--- config.mk ---
export PLATFORM = sky130hd
export DESIGN_NAME = dual_rail_mem_responder
export DESIGN_NICKNAME = d
export VERILOG_FILES = /design/src/rtl/dual_rail_mem_responder.sv
export SDC_FILE = /design/constraint.sdc
export NUM_CORES = 1
export LEC_CHECK = 0
export CAP_MARGIN = 20
export CORE_MARGIN = 3
export CORE_UTILIZATION = 55
export CTS_BUF_LIST = sky130_fd_sc_hd__clkbuf_8
export DETAILED_ROUTE_END_ITERATION = 8
export GPL_TIMING_DRIVEN = 0
export PLACE_DENSITY = 0.75
export SLEW_MARGIN = 20
export SYNTH_ARGS = -nofsm -noshare
export SYNTH_HDL_FRONTEND = slang
export SYNTH_SLANG_ARGS = --single-unit
--- constraint.sdc ---
create_clock -name clk -period 4 [get_ports clk]
set_input_delay 0.8 -clock clk [delete_from_list [all_inputs] [get_ports clk]]
set_output_delay 0.8 -clock clk [all_outputs]
set_load 0.02 [all_outputs]
--- src/rtl/dual_rail_mem_responder.sv ---
// Dual-rail (t/f) memory responder: synchronizes an address wavefront,
// reads a small register file and returns the word as a dual-rail data
// wavefront under a four-phase NULL/DATA handshake.
module dual_rail_mem_responder #(
  parameter int AW          = 4,
  parameter int DW          = 4,
  parameter int SYNC_STAGES = 2
) (
  input  logic          clk,
  input  logic          rst,
  input  logic [AW-1:0] A_t,
  input  logic [AW-1:0] A_f,
  input  logic          Ki,
  output logic          Ko,
  output logic [DW-1:0] D_t,
  output logic [DW-1:0] D_f,
  input  logic          load_en,
  input  logic [AW-1:0] load_addr,
  input  logic [DW-1:0] load_data,
  output logic          err,
  input  logic          err_clr
);

  localparam int unsigned DEPTH = 1 << AW;

  typedef enum logic [1:0] {
    S_WAIT_DATA,
    S_READ,
    S_DATA,
    S_NULL
  } state_t;

  state_t state_q, state_d;

  logic [SYNC_STAGES-1:0][AW-1:0] a_t_sync;
  logic [SYNC_STAGES-1:0][AW-1:0] a_f_sync;
  logic [SYNC_STAGES-1:0]         ki_sync;

  logic [AW-1:0] sA_t, sA_f;
  logic          sKi;

  logic          illegal, complete_data, complete_null;

  logic [DW-1:0] mem [DEPTH];

  logic [AW-1:0] addr_q, addr_d;
  logic          ko_q, ko_d;
  logic [DW-1:0] d_t_q, d_t_d;
  logic [DW-1:0] d_f_q, d_f_d;
  logic          err_q;

  // Synchronizer chains for both address rails and the consumer acknowledge
  always_ff @(posedge clk or posedge rst) begin
    if (rst) begin
      a_t_sync <= '0;
      a_f_sync <= '0;
      ki_sync  <= '0;
    end else begin
      a_t_sync <= {a_t_sync[SYNC_STAGES-2:0], A_t};
      a_f_sync <= {a_f_sync[SYNC_STAGES-2:0], A_f};
      ki_sync  <= {ki_sync[SYNC_STAGES-2:0], Ki};
    end
  end

  assign sA_t = a_t_sync[SYNC_STAGES-1];
  assign sA_f = a_f_sync[SYNC_STAGES-1];
  assign sKi  = ki_sync[SYNC_STAGES-1];

  // Wavefront classification on the synchronized rails
  always_comb begin
    illegal       = |(sA_t & sA_f);
    complete_data = &(sA_t ^ sA_f);
    complete_null = ~|(sA_t | sA_f);
  end

  // Register-file storage; single-rail load port writes in any state
  always_ff @(posedge clk or posedge rst) begin
    if (rst) begin
      for (int unsigned i = 0; i < DEPTH; i++) begin
        mem[i] <= '0;
      end
    end else if (load_en) begin
      mem[load_addr] <= load_data;
    end
  end

  // Sticky illegal-code flag; a new illegal code beats a clear
  always_ff @(posedge clk or posedge rst) begin
    if (rst) begin
      err_q <= 1'b0;
    end else if (illegal) begin
      err_q <= 1'b1;
    end else if (err_clr) begin
      err_q <= 1'b0;
    end
  end

  // State, latched address and registered outputs
  always_ff @(posedge clk or posedge rst) begin
    if (rst) begin
      state_q <= S_WAIT_DATA;
      addr_q  <= '0;
      ko_q    <= 1'b1;
      d_t_q   <= '0;
      d_f_q   <= '0;
    end else begin
      state_q <= state_d;
      addr_q  <= addr_d;
      ko_q    <= ko_d;
      d_t_q   <= d_t_d;
      d_f_q   <= d_f_d;
    end
  end

  // Next-state and next-output decode. The D_t register doubles as the data
  // register: the word read in S_READ lands directly on the output rails, so
  // both rails and Ko switch on the same edge and D never shows a partial word.
  always_comb begin
    state_d = state_q;
    addr_d  = addr_q;
    ko_d    = ko_q;
    d_t_d   = d_t_q;
    d_f_d   = d_f_q;
    case (state_q)
      S_WAIT_DATA: begin
        ko_d  = 1'b1;
        d_t_d = '0;
        d_f_d = '0;
        if (complete_data && sKi && !illegal) begin
          addr_d  = sA_t;
          state_d = S_READ;
        end
      end
      S_READ: begin
        d_t_d   = mem[addr_q];
        d_f_d   = ~mem[addr_q];
        ko_d    = 1'b0;
        state_d = S_DATA;
      end
      S_DATA: begin
        if (complete_null && !sKi && !illegal) begin
          d_t_d   = '0;
          d_f_d   = '0;
          ko_d    = 1'b1;
          state_d = S_NULL;
        end
      end
      S_NULL: begin
        ko_d  = 1'b1;
        d_t_d = '0;
        d_f_d = '0;
        if (sKi && !illegal) begin
          state_d = S_WAIT_DATA;
        end
      end
      default: begin
        state_d = S_WAIT_DATA;
        ko_d    = 1'b1;
        d_t_d   = '0;
        d_f_d   = '0;
      end
    endcase
  end

  assign Ko  = ko_q;
  assign D_t = d_t_q;
  assign D_f = d_f_q;
  assign err = err_q;

endmodule

# After elaboration in Yosys (flattened, before gate mapping)
# Cells that the tools add are included.
# totals
reg_bits	98
latchBits	0
ramBits	0
mem_bits_ro	0
in_bits	21
out_inout_bits	10
wordCells	76
n_memories	0
# op_classes
n_addsub	0
mul	0
n_div	0
n_lt_le_gt_ge	3
n_eq_ne	6
shift	0
muxes	17
bitwise_logic	6
n_reduce_logical	17
# op_table
op	count
64-bit bitwise mux	1
4-bit case mux with 3 select lines	2
4-bit binary-select mux with 4-bit select	1
4-bit demux with 4-bit select	1
4-bit two-way mux	4
5-bit >= comparator (second input constant)	2
4-bit inverter with 5-bit output	2
2-bit case mux with 4 select lines	1
4-bit OR reduction	2
1-bit logical AND	6
2-bit two-way mux	3
2-bit != test (second input constant)	3
5-bit by 1-bit less-than comparator with 1-bit output (second input constant)	1
4-bit bitwise AND	1
2-bit equality test (second input constant)	2
4-bit inverter	1
4-bit bitwise OR	1
4-bit AND reduction	1
4-bit bitwise XOR	1
1-bit zero test	3
1-bit two-way mux	3
1-bit case mux with 3 select lines	1
3-bit AND reduction	1
2-bit by 1-bit equality test with 1-bit output (second input constant)	1
other kinds (4)	4

# Longest topological paths before layout
# Gate-level depths: netlist (run 1).
# logic_depth
depth_word	7
mapped_depth	7
depth_no_buf	6

# Least setup slack after synthesis (run 1)
# OpenSTA, ideal clock, no wires.
# synth_timing
path_kind	input-to-reg
from	in load_addr[3]
to	reg mem[36] (netlist name)
arrival_time_ns	1.700
setup_slack_ns	2.175
stages	4
path_buffers	1
path_cell_list	nor3b_2 > and3_1 > clkbuf_1 > mux2_2
# synth_via
elab_chain_cells	6
elab_cells_between_ends	7
# synth_rtl
item	line	rtl
start, declared	18	input logic [AW-1:0] load_addr,
4-bit inverter with 5-bit output (not written as such) *	83	mem[load_addr] <= load_data;
5-bit >= comparator (not written as such) / 5-bit by 1-bit less-than comparator with 1-bit output (equally long branches)	83	
1-bit logical AND (not written as such)	83	
4-bit two-way mux (not written as such)	83	
4-bit demux with 4-bit select *	83	
64-bit bitwise mux *	83	
end signal, assigned by index	83	
end, declared	44	logic [DW-1:0] mem [DEPTH];
# Every way passes the cells marked *; elsewhere a longest branch is shown, timed or not.
# A chain may end at the register's enable or synchronous reset.

# Final worst setup path (run 1)
# layout_timing
from	reg ko_q, in the netlist Ko
to	out Ko
# layout_lines
item	line	rtl
start, declared	47	logic ko_q, ko_d;
start signal, assigned	109	ko_q <= ko_d;
end, declared	14	output logic Ko,
# No word-level cell between the ends.

==> results.ini, run 1 <==
[outcome]
status = complete, no violations

[sta]
rsz0062_at_grt = false
worst_pin_slew_ns = 0.5429
final.period_utilization = 0.5755
finalWorstSetupSlack_ns = 1.698
fin_crit_ns = 2.302
slew_headroom = 0.6380
fmax_ghz = 0.4344
fin_skew_ns = 0.007438
drv_slew = 0
setup_violations = 0
finalHoldViolations = 0

[clocking]
ctsResizeCount = 0
clk_latency_ns = 0.36
ctsRootBufferMaster = clkbuf_8
clk_pin_slew_worst_paths_ns = 0.10
cts_tree = built
clockBufferDepth = 2
cts.sink_count = 98
numCtsBuffers = 9
h-tree-depth = 3
holdBufCountCts = 0
cts_setup_buffers = 0

[die]
die_x_um = 94.21
die_h_um = 94.21
initial_core_util = 0.5776
row_count = 31
coreArea_um2 = 7408
pin_count = 31
die-area_um2 = 8875

[critical_path]
required_ns = 3.20
cp_top_family = buffers and inverters
reg2reg_depth = 5
crit_type = flop to output pin
crit_buf_inv = 1
reg2reg_from = sA_t[1]
r2r_end = state_q[1]
slowest_stage = clkdlybuf4s50_1
cp_cell_sequence = clkdlybuf4s50_1
start_kind = flop
crit_fanout = 2
critPathCaptureType = output pin
cp.arrival_ns = 1.50
r2r_setup_slack_ns = 1.93
max_stage_delay_ns = 0.60

[logic_synthesis]
synthTopCellsByCount = 97 x dfrtp_1, 65 x mux2_2, 15 x mux4_2
synth_cell_types = 33
syn_inst = 294
synth_edf_count = 0
syn_avg_cell_area_um2 = 14.55
yosysMostFrequentCell = dfrtp_1
synthDominantCellAreaShare = 0.5673
ys_seq_area_frac = 0.5734
ys_async_sr_fraction = 1.000
syn_nets = 328
ys_warn_count = 0
synthFlopType = dfrtp_1
synth_top_area_cell = dfrtp_1
ys_ff_latch = 98
synthTopCellsByArea = dfrtp_1 57%, mux2_2 17%, mux4_2 7.9%
syn_area_um2 = 4279

[cells_and_area]
final_cell_area_um2 = 4925
final_util = 0.6648
syn_to_final_growth_pct = 15.09
drive_above_1_share = 0.3167
final.fill_count = 553
fin_nets = 370
n_antenna_cell = 0

[drt]
wl_um = 7751
drt_iter0_markers = 139
drc = 0
first_pass_iters = 4
drt-wirelength-per-cell_um = 17.62
ant_nets = 0
via_per_inst = 5.627
via_count = 2476

[placement]
gp_congestion = 0.8777
io_buffers = 30
dpl-instance-area_um2 = 4736
dp_slack_ns = 1.400
dp_hpwl_um = 5616

[global_route]
antenna_found_initial = 0
grt_overflow_total = 0
grt_pass1_wl_um = 12960
grt_pass1_vias = 2544
grt_max_degree = 79
track_usage = 0.1983

[hold_path]
min_to = sA_t[2]
hold_depth = 0
min_from = a_t_sync[2]
hold_path_class = flop to flop

[power]
max-vdd-ir-drop_mv = 0.2810
leakage_nw = 2.151
power_density_nw_per_um2 = 553.0

[run]
drv_cap = 0

## power breakdown
part | leakage [nW] | switching, mW | total (mW) | internal (mW)
sequential | 1.20 | 0.118 | 1.33 | 1.21
combinational | 0.856 | 0.362 | 0.791 | 0.429
clock | 0.0947 | 0.364 | 0.606 | 0.242
## layer usage
layer	GRT usage	share of wire	vias up
li1	-	-	1138
met1	0.2827	0.45	1275
met2	0.2973	0.47	52
met3	0.04808	0.053	11
met4	0.07220	0.019	0
met5	0	0	-
## cell families (layout without fill, tap and decap cells)
| logic type | after synthesis | count (layout) | synth area share |
|---|---|---|---|
| flops | 98 | 98 | 0.5734 |
| mux | 82 | 82 | 0.2585 |
| simple gates | 57 | 57 | 0.07280 |
| buf+inv | 24 | 71 | 0.02778 |
| compound gates | 20 | 20 | 0.02953 |
| fa+ha+maj | 13 | 13 | 0.03801 |
## sequential cells by signal (all words and copies together) (netlist names), 4 cells and up
| register | flops |
|---|---|
| a_f_sync | 4 |
| a_t_sync | 4 |
| D_t | 4 |
| sA_f | 4 |
| mem | 64 |
| addr_q | 4 |
| sA_t | 4 |
| D_f | 4 |
## placed cells by master (no fill, tap or decap), types with 2 or more instances in the layout
cell type and n:
dfrtp_1 97, mux2_2 65, clkdlybuf4s50_1 30, mux4_2 15, nand2_1 14, nor2_1 13
inv_1 13, ha_1 13, nand3_1 9, clkbuf_8 9, o21ai_0 7, clkbuf_1 5
nand2b_1 4, nor2b_1 4, a22oi_1 4, a22o_1 4, inv_6 4, nand3b_1 3
buf_6 2, buf_2 2, o21ai_1 2, a21oi_1 2, or3_1 2, inv_8 2
## per-stage QoR
step	std cells	power, mW	TNS (ns)	hold WS (ns)
floorplan	294	1.885	0	0.3312
global placement	423	2.105	-66.30	0.3322
detailed placement	424	2.145	0	0.3355
CTS	440	2.754	0	0.3594
global route	440	2.895	0	0.3660
finish	440	2.723	0	0.3571
## worst max-delay path by stage
stage | depth (start not counted) | to | slack [ns] | start
floorplan | 1 | D_f[0] | 0.64 | rst
global placement | 2 | D_t[2] | -0.69 | rst
detailed placement | 5 | mem[39] | 1.40 | load_en
CTS | 1 | Ko | 1.68 | Ko
global route | 1 | Ko | 1.64 | Ko
finish | 1 | Ko | 1.70 | Ko
## area by class of cell
type / instances / area [um2] / share of cell area
Timing Repair Buffer: 31 / 327.8 / 0.06657
Tap cell: 99 / 123.9 / 0.02515
Inverter: 14 / 57.56 / 0.01169
Clock inverter: 7 / 65.06 / 0.01321
Clock buffer: 9 / 123.9 / 0.02515
Multi-Input combinational cell: 172 / 1707 / 0.3465
Buffer: 10 / 66.31 / 0.01347
Sequential cell: 98 / 2454 / 0.4982
(Power assumes the default switching activity.)
==> run 2: changes to the inputs <==
- clock period: 4 -> 2.2 ns (I/O delays scaled with it)
==> run 2 against run 1 <==
Core utilization grew 0.71 points. Setup slack lost 1.5 ns. Final area grew 1.1%. Final cell count grew 0.45%. First-iteration DRC count grew 12%. Critical path type is now flop to flop. Sequential cell count is the same. Wire length grew 4.8%. Non-clock buffer count grew 2.
==> results.ini, run 2 (synthesis gave the netlist of run 1 again) <==
[sta]
setup_tns_ns = 0  ; unchanged
fin_skew_ns = 0.007761  ; +0.0003222 ns
slew_headroom = 0.5406  ; -0.09741
finalHoldViolations = 0  ; unchanged
finalWorstSetupSlack_ns = 0.1953  ; -1.503 ns
final.period_utilization = 0.9112
hold_slack_ns = 0.3549  ; -0.002251 ns
drv_slew = 0  ; unchanged
fmax_ghz = 0.4988
rsz0062_at_grt = false
setup_violations = 0  ; unchanged
worst_pin_slew_ns = 0.6876  ; +0.1447 ns
fin_crit_ns = 2.005

[global_route]
grt_overflow_total = 0  ; unchanged
grt_max_degree = 29  ; -63%
antenna_found_initial = 0  ; unchanged
grt_pass1_vias = 2688  ; +5.7%
track_usage = 0.2063  ; +0.008049
grt_pass1_wl_um = 13670  ; +5.5%

[die]
die_h_um = 94.21  ; unchanged
die_x_um = 94.21  ; unchanged
die-area_um2 = 8875  ; unchanged
row_count = 31  ; unchanged
pin_count = 31  ; unchanged
initial_core_util = 0.5776  ; unchanged
coreArea_um2 = 7408  ; unchanged

[cells_and_area]
syn_to_final_growth_pct = 16.32
drive_above_1_share = 0.3178  ; +0.001069
final_cells = 442  ; +0.45%
layout_common_cells = 97 x dfrtp_1, 65 x mux2_2, 30 x clkdlybuf4s50_1
largest_reg_flops = 64  ; unchanged
top_register = mem
final_cell_area_um2 = 4977  ; +1.1%
final_common_cell = dfrtp_1
final_util = 0.6718  ; +0.007093
final.fill_count = 539  ; -2.5%
fin_nets = 372  ; +0.54%
n_antenna_cell = 0  ; unchanged

[placement]
dp_hpwl_um = 6010  ; +7.0%
dp.cells = 426  ; +0.47%
io_buffers = 30  ; unchanged
dp_slack_ns = -0.04862  ; -1.448 ns
dpl-instance-area_um2 = 4782  ; +0.98%
gp_congestion = 0.8596  ; -2.1%

[clocking]
ctsRootBufferMaster = clkbuf_8
h-tree-depth = 3  ; unchanged
cts_tree = built
ctsResizeCount = 0  ; unchanged
cts_setup_buffers = 0  ; unchanged
clk_pin_slew_worst_paths_ns = 0.09  ; about the same
clk_latency_ns = 0.35  ; about the same
clockBufferDepth = 2  ; unchanged
numCtsBuffers = 9  ; unchanged
cts.sink_count = 98  ; unchanged
holdBufCountCts = 0  ; unchanged

[power]
total_power_mw = 5.002  ; +84%
switching_share = 0.2989  ; -0.01099
power_density_nw_per_um2 = 1005  ; +82%
comb_power_share = 0.290  ; about the same
leakage_nw = 2.171  ; +0.91%
clockPowerShare = 0.225  ; +0.002
power.internal_mw = 3.507  ; +87%
seq_power_share = 0.484  ; -0.003
max-vdd-ir-drop_mv = 0.4564  ; +62%
p_sw_mw = 1.495  ; +77%

[hold_path]
min_from = a_f_sync[1]
hold_path_class = flop to flop

[drt]
wl_um = 8120  ; +4.8%
drt_iter0_markers = 156  ; +12%
first_pass_iters = 5  ; +1
ant_nets = 0  ; unchanged
via_per_inst = 5.618  ; -0.17%
drt-wirelength-per-cell_um = 18.37  ; +4.3%
via_count = 2483  ; +0.28%
drc = 0  ; unchanged

[critical_path]
required_ns = 2.45  ; -0.75 ns
crit_type = flop to flop
cp.arrival_ns = 2.25  ; +0.75 ns
reg2reg_from = sA_t[1]
start_kind = flop
critPathCaptureType = flop
crit_fanout = 4  ; +2
crit_start = sA_t[1]

[run]
drv_cap = 0  ; unchanged

[outcome]
status = complete, no violations

==> run 2: final cells by class <==
type | count | area [um2] | area share
sequential | 98 | 2454 | 0.4930
multi-input combinational | 172 | 1707 | 0.3429
timing repair buffer | 33 | 375.4 | 0.07541
clock buffer | 9 | 123.9 | 0.02489
tap | 99 | 123.9 | 0.02489
clock inverter | 7 | 71.32 | 0.01433
buffer | 10 | 66.31 | 0.01332
inverter | 14 | 56.30 | 0.01131
==> run 2: critical path: stages (launching register included) <==
cell and delay (ns):
dfrtp_1 0.39, ha_1 0.21, nor4_2 0.42, a31oi_1 0.23, nor3_2 0.30, mux2_2 0.36
==> run 2: path summary, 6_finish.rpt <==
check	to	slack (ns)	cells after the start
max	state_q[1]	0.20	5
min	sA_f[1]	0.35	0
max reg2reg	state_q[1]	0.20	5
min reg2reg	sA_f[1]	0.35	0
max in group asynchronous	mem[19]	0.91	4
min in group asynchronous	mem[61]	0.53	2
==> run 2: routing by layer <==
layer	up-vias	GRT usage	part of all wire
met3	10	0.04407	0.043
li1	1143	-	-
met5	-	0	0
met1	1269	0.2876	0.47
met4	0	0.06378	0.014
met2	61	0.3268	0.48
==> run 2: power by group through the flow <==
stage	combinational [mW]	clock [mW]	sequential (mW)
finish	1.45	1.13	2.42
global route	1.59	1.23	2.47
CTS	1.47	1.16	2.42
detailed placement	1.46	0	2.46
global placement	1.40	0	2.43
floorplan	0.972	0	2.46
==> run 3: changes to the inputs <==
- RECOVER_POWER: default -> 50
==> run 3 against run 2 <==
Final cell count did not move. Maximum frequency barely moved. Register-to-register slack barely moved. Non-clock buffer count did not move. Die area did not move. Final area barely moved. Clock skew did not move. Sequential share of layout area barely moved. Critical path depth did not move.
==> results.ini, run 3 (synthesis gave the netlist of run 1 again) <==
[outcome]
status = complete, no violations

[die]
pin_count = 31  ; unchanged
die-area_um2 = 8875  ; unchanged
die_x_um = 94.21  ; unchanged
die_h_um = 94.21  ; unchanged
coreArea_um2 = 7408  ; unchanged
initial_core_util = 0.5776  ; unchanged
row_count = 31  ; unchanged

[drt]
via_count = 2483  ; unchanged
drt-wirelength-per-cell_um = 18.36  ; about the same
ant_nets = 0  ; unchanged
drc = 0  ; unchanged
first_pass_iters = 5  ; unchanged
drt_iter0_markers = 156  ; unchanged
via_per_inst = 5.618  ; unchanged
wl_um = 8117  ; about the same

[cells_and_area]
largest_reg_flops = 64  ; unchanged
drive_above_1_share = 0.3178  ; unchanged
fin_nets = 372  ; unchanged
syn_to_final_growth_pct = 16.26  ; about the same
top_register = mem
final.fill_count = 540  ; +0.19%
n_antenna_cell = 0  ; unchanged
layout_common_cells = 97 x dfrtp_1, 65 x mux2_2, 20 x clkdlybuf4s50_1
final_common_cell = dfrtp_1
final_cells = 442  ; unchanged

[clocking]
clk_pin_slew_worst_paths_ns = 0.09  ; about the same
numCtsBuffers = 9  ; unchanged
h-tree-depth = 3  ; unchanged
clk_latency_ns = 0.35  ; about the same
clockBufferDepth = 2  ; unchanged
ctsResizeCount = 0  ; unchanged
cts_tree = built
cts_setup_buffers = 0  ; unchanged
cts.sink_count = 98  ; unchanged
holdBufCountCts = 0  ; unchanged
ctsRootBufferMaster = clkbuf_8

[critical_path]
r2r_setup_slack_ns = 0.20  ; about the same
required_ns = 2.45  ; about the same
start_kind = flop
crit_fanout = 4  ; unchanged
crit_type = flop to flop
critPathCaptureType = flop
cp.arrival_ns = 2.25  ; about the same
reg2reg_from = sA_t[1]
crit_start = sA_t[1]

[sta]
fin_crit_ns = 2.005  ; +0.0002290 ns
setup_violations = 0  ; unchanged
fin_skew_ns = 0.007761  ; unchanged
fmax_ghz = 0.4988  ; about the same
finalHoldViolations = 0  ; unchanged
slew_headroom = 0.06141  ; -0.4792
final.period_utilization = 0.9113  ; about the same
setup_tns_ns = 0  ; unchanged
finalWorstSetupSlack_ns = 0.1951  ; -0.0002290 ns
rsz0062_at_grt = false
worst_pin_slew_ns = 1.400  ; +0.7126 ns
drv_slew = 0  ; unchanged

[placement]
gp_congestion = 0.8596  ; unchanged
dp_hpwl_um = 6010  ; unchanged
dp_slack_ns = -0.04862  ; unchanged
io_buffers = 30  ; unchanged
dp.cells = 426  ; unchanged

[power]
max-vdd-ir-drop_mv = 0.4563  ; about the same
power_density_nw_per_um2 = 1005  ; about the same
clockPowerShare = 0.226  ; about the same
comb_power_share = 0.290  ; about the same
p_sw_mw = 1.495  ; about the same
seq_power_share = 0.485  ; about the same
leakage_nw = 2.174  ; +0.12%
power.internal_mw = 3.503  ; about the same
switching_share = 0.2991  ; about the same
total_power_mw = 4.998  ; about the same

[global_route]
grt_pass1_wl_um = 13670  ; unchanged
track_usage = 0.2063  ; unchanged
grt_pass1_vias = 2688  ; unchanged
grt_overflow_total = 0  ; unchanged
grt_max_degree = 29  ; unchanged
antenna_found_initial = 0  ; unchanged

[run]
drv_cap = 0  ; unchanged

[hold_path]
min_from = a_f_sync[1]
hold_path_class = flop to flop

[run 3: changes by cell type in the layout (fill, tap and decap cells not counted), sizes merged]
cell	change
clkdlybuf4s50	-10
dlygate4sd3	+10
[run 3: final timing paths]
| path | to | cells past startpoint |
|---|---|---|
| setup / recovery | state_q[1] | 5 |
| hold / removal | sA_f[1] | 0 |
| setup reg to reg | state_q[1] | 5 |
| hold reg to reg | sA_f[1] | 0 |
| max in group asynchronous | mem[19] | 4 |
| min in group asynchronous | mem[61] | 2 |
[run 3: critical path, cell delays in order, from the launching register on]
cell	delay (ns)
dfrtp_1	0.39
ha_1	0.21
nor4_2	0.42
a31oi_1	0.23
nor3_2	0.30
mux2_2	0.36
[run 3: layout make-up]
class                      count  area [um2]  share of cell area
buffer                        10       66.31             0.01333
clock buffer                   9       123.9             0.02490
clock inverter                 7       71.32             0.01434
inverter                      14       53.80             0.01081
multi-input combinational    172        1707              0.3431
sequential                    98        2454              0.4932
tap                           99       123.9             0.02490
timing repair buffer          33       375.4             0.07545
[run 3: stage by stage]
| step | hold slack [ns] | instance area (um2) | util |
|---|---|---|---|
| after floorplan | 0.3312 | 4283 | - |
| after global placement | 0.3323 | 4707 | 0.6354 |
| after detailed placement | 0.3347 | 4782 | 0.6455 |
| after CTS | 0.3564 | 4977 | 0.6718 |
| after global routing | 0.3635 | 4975 | 0.6715 |
| final | 0.3548 | 4975 | 0.6715 |
[run 3: power by group through the flow]
stage / combinational [mW] / sequential (mW) / clock, mW
floorplan: 0.972 / 2.46 / 0
global placement: 1.40 / 2.43 / 0
detailed placement: 1.46 / 2.46 / 0
CTS: 1.47 / 2.42 / 1.16
global route: 1.58 / 2.47 / 1.23
finish: 1.45 / 2.42 / 1.13
[run 3: metal layers]
metal | track usage | up-vias | share of wire
met5 | 0 | - | 0
met4 | 0.06378 | 0 | 0.014
met3 | 0.04407 | 10 | 0.043
met2 | 0.3268 | 61 | 0.48
met1 | 0.2876 | 1269 | 0.47
li1 | - | 1143 | -
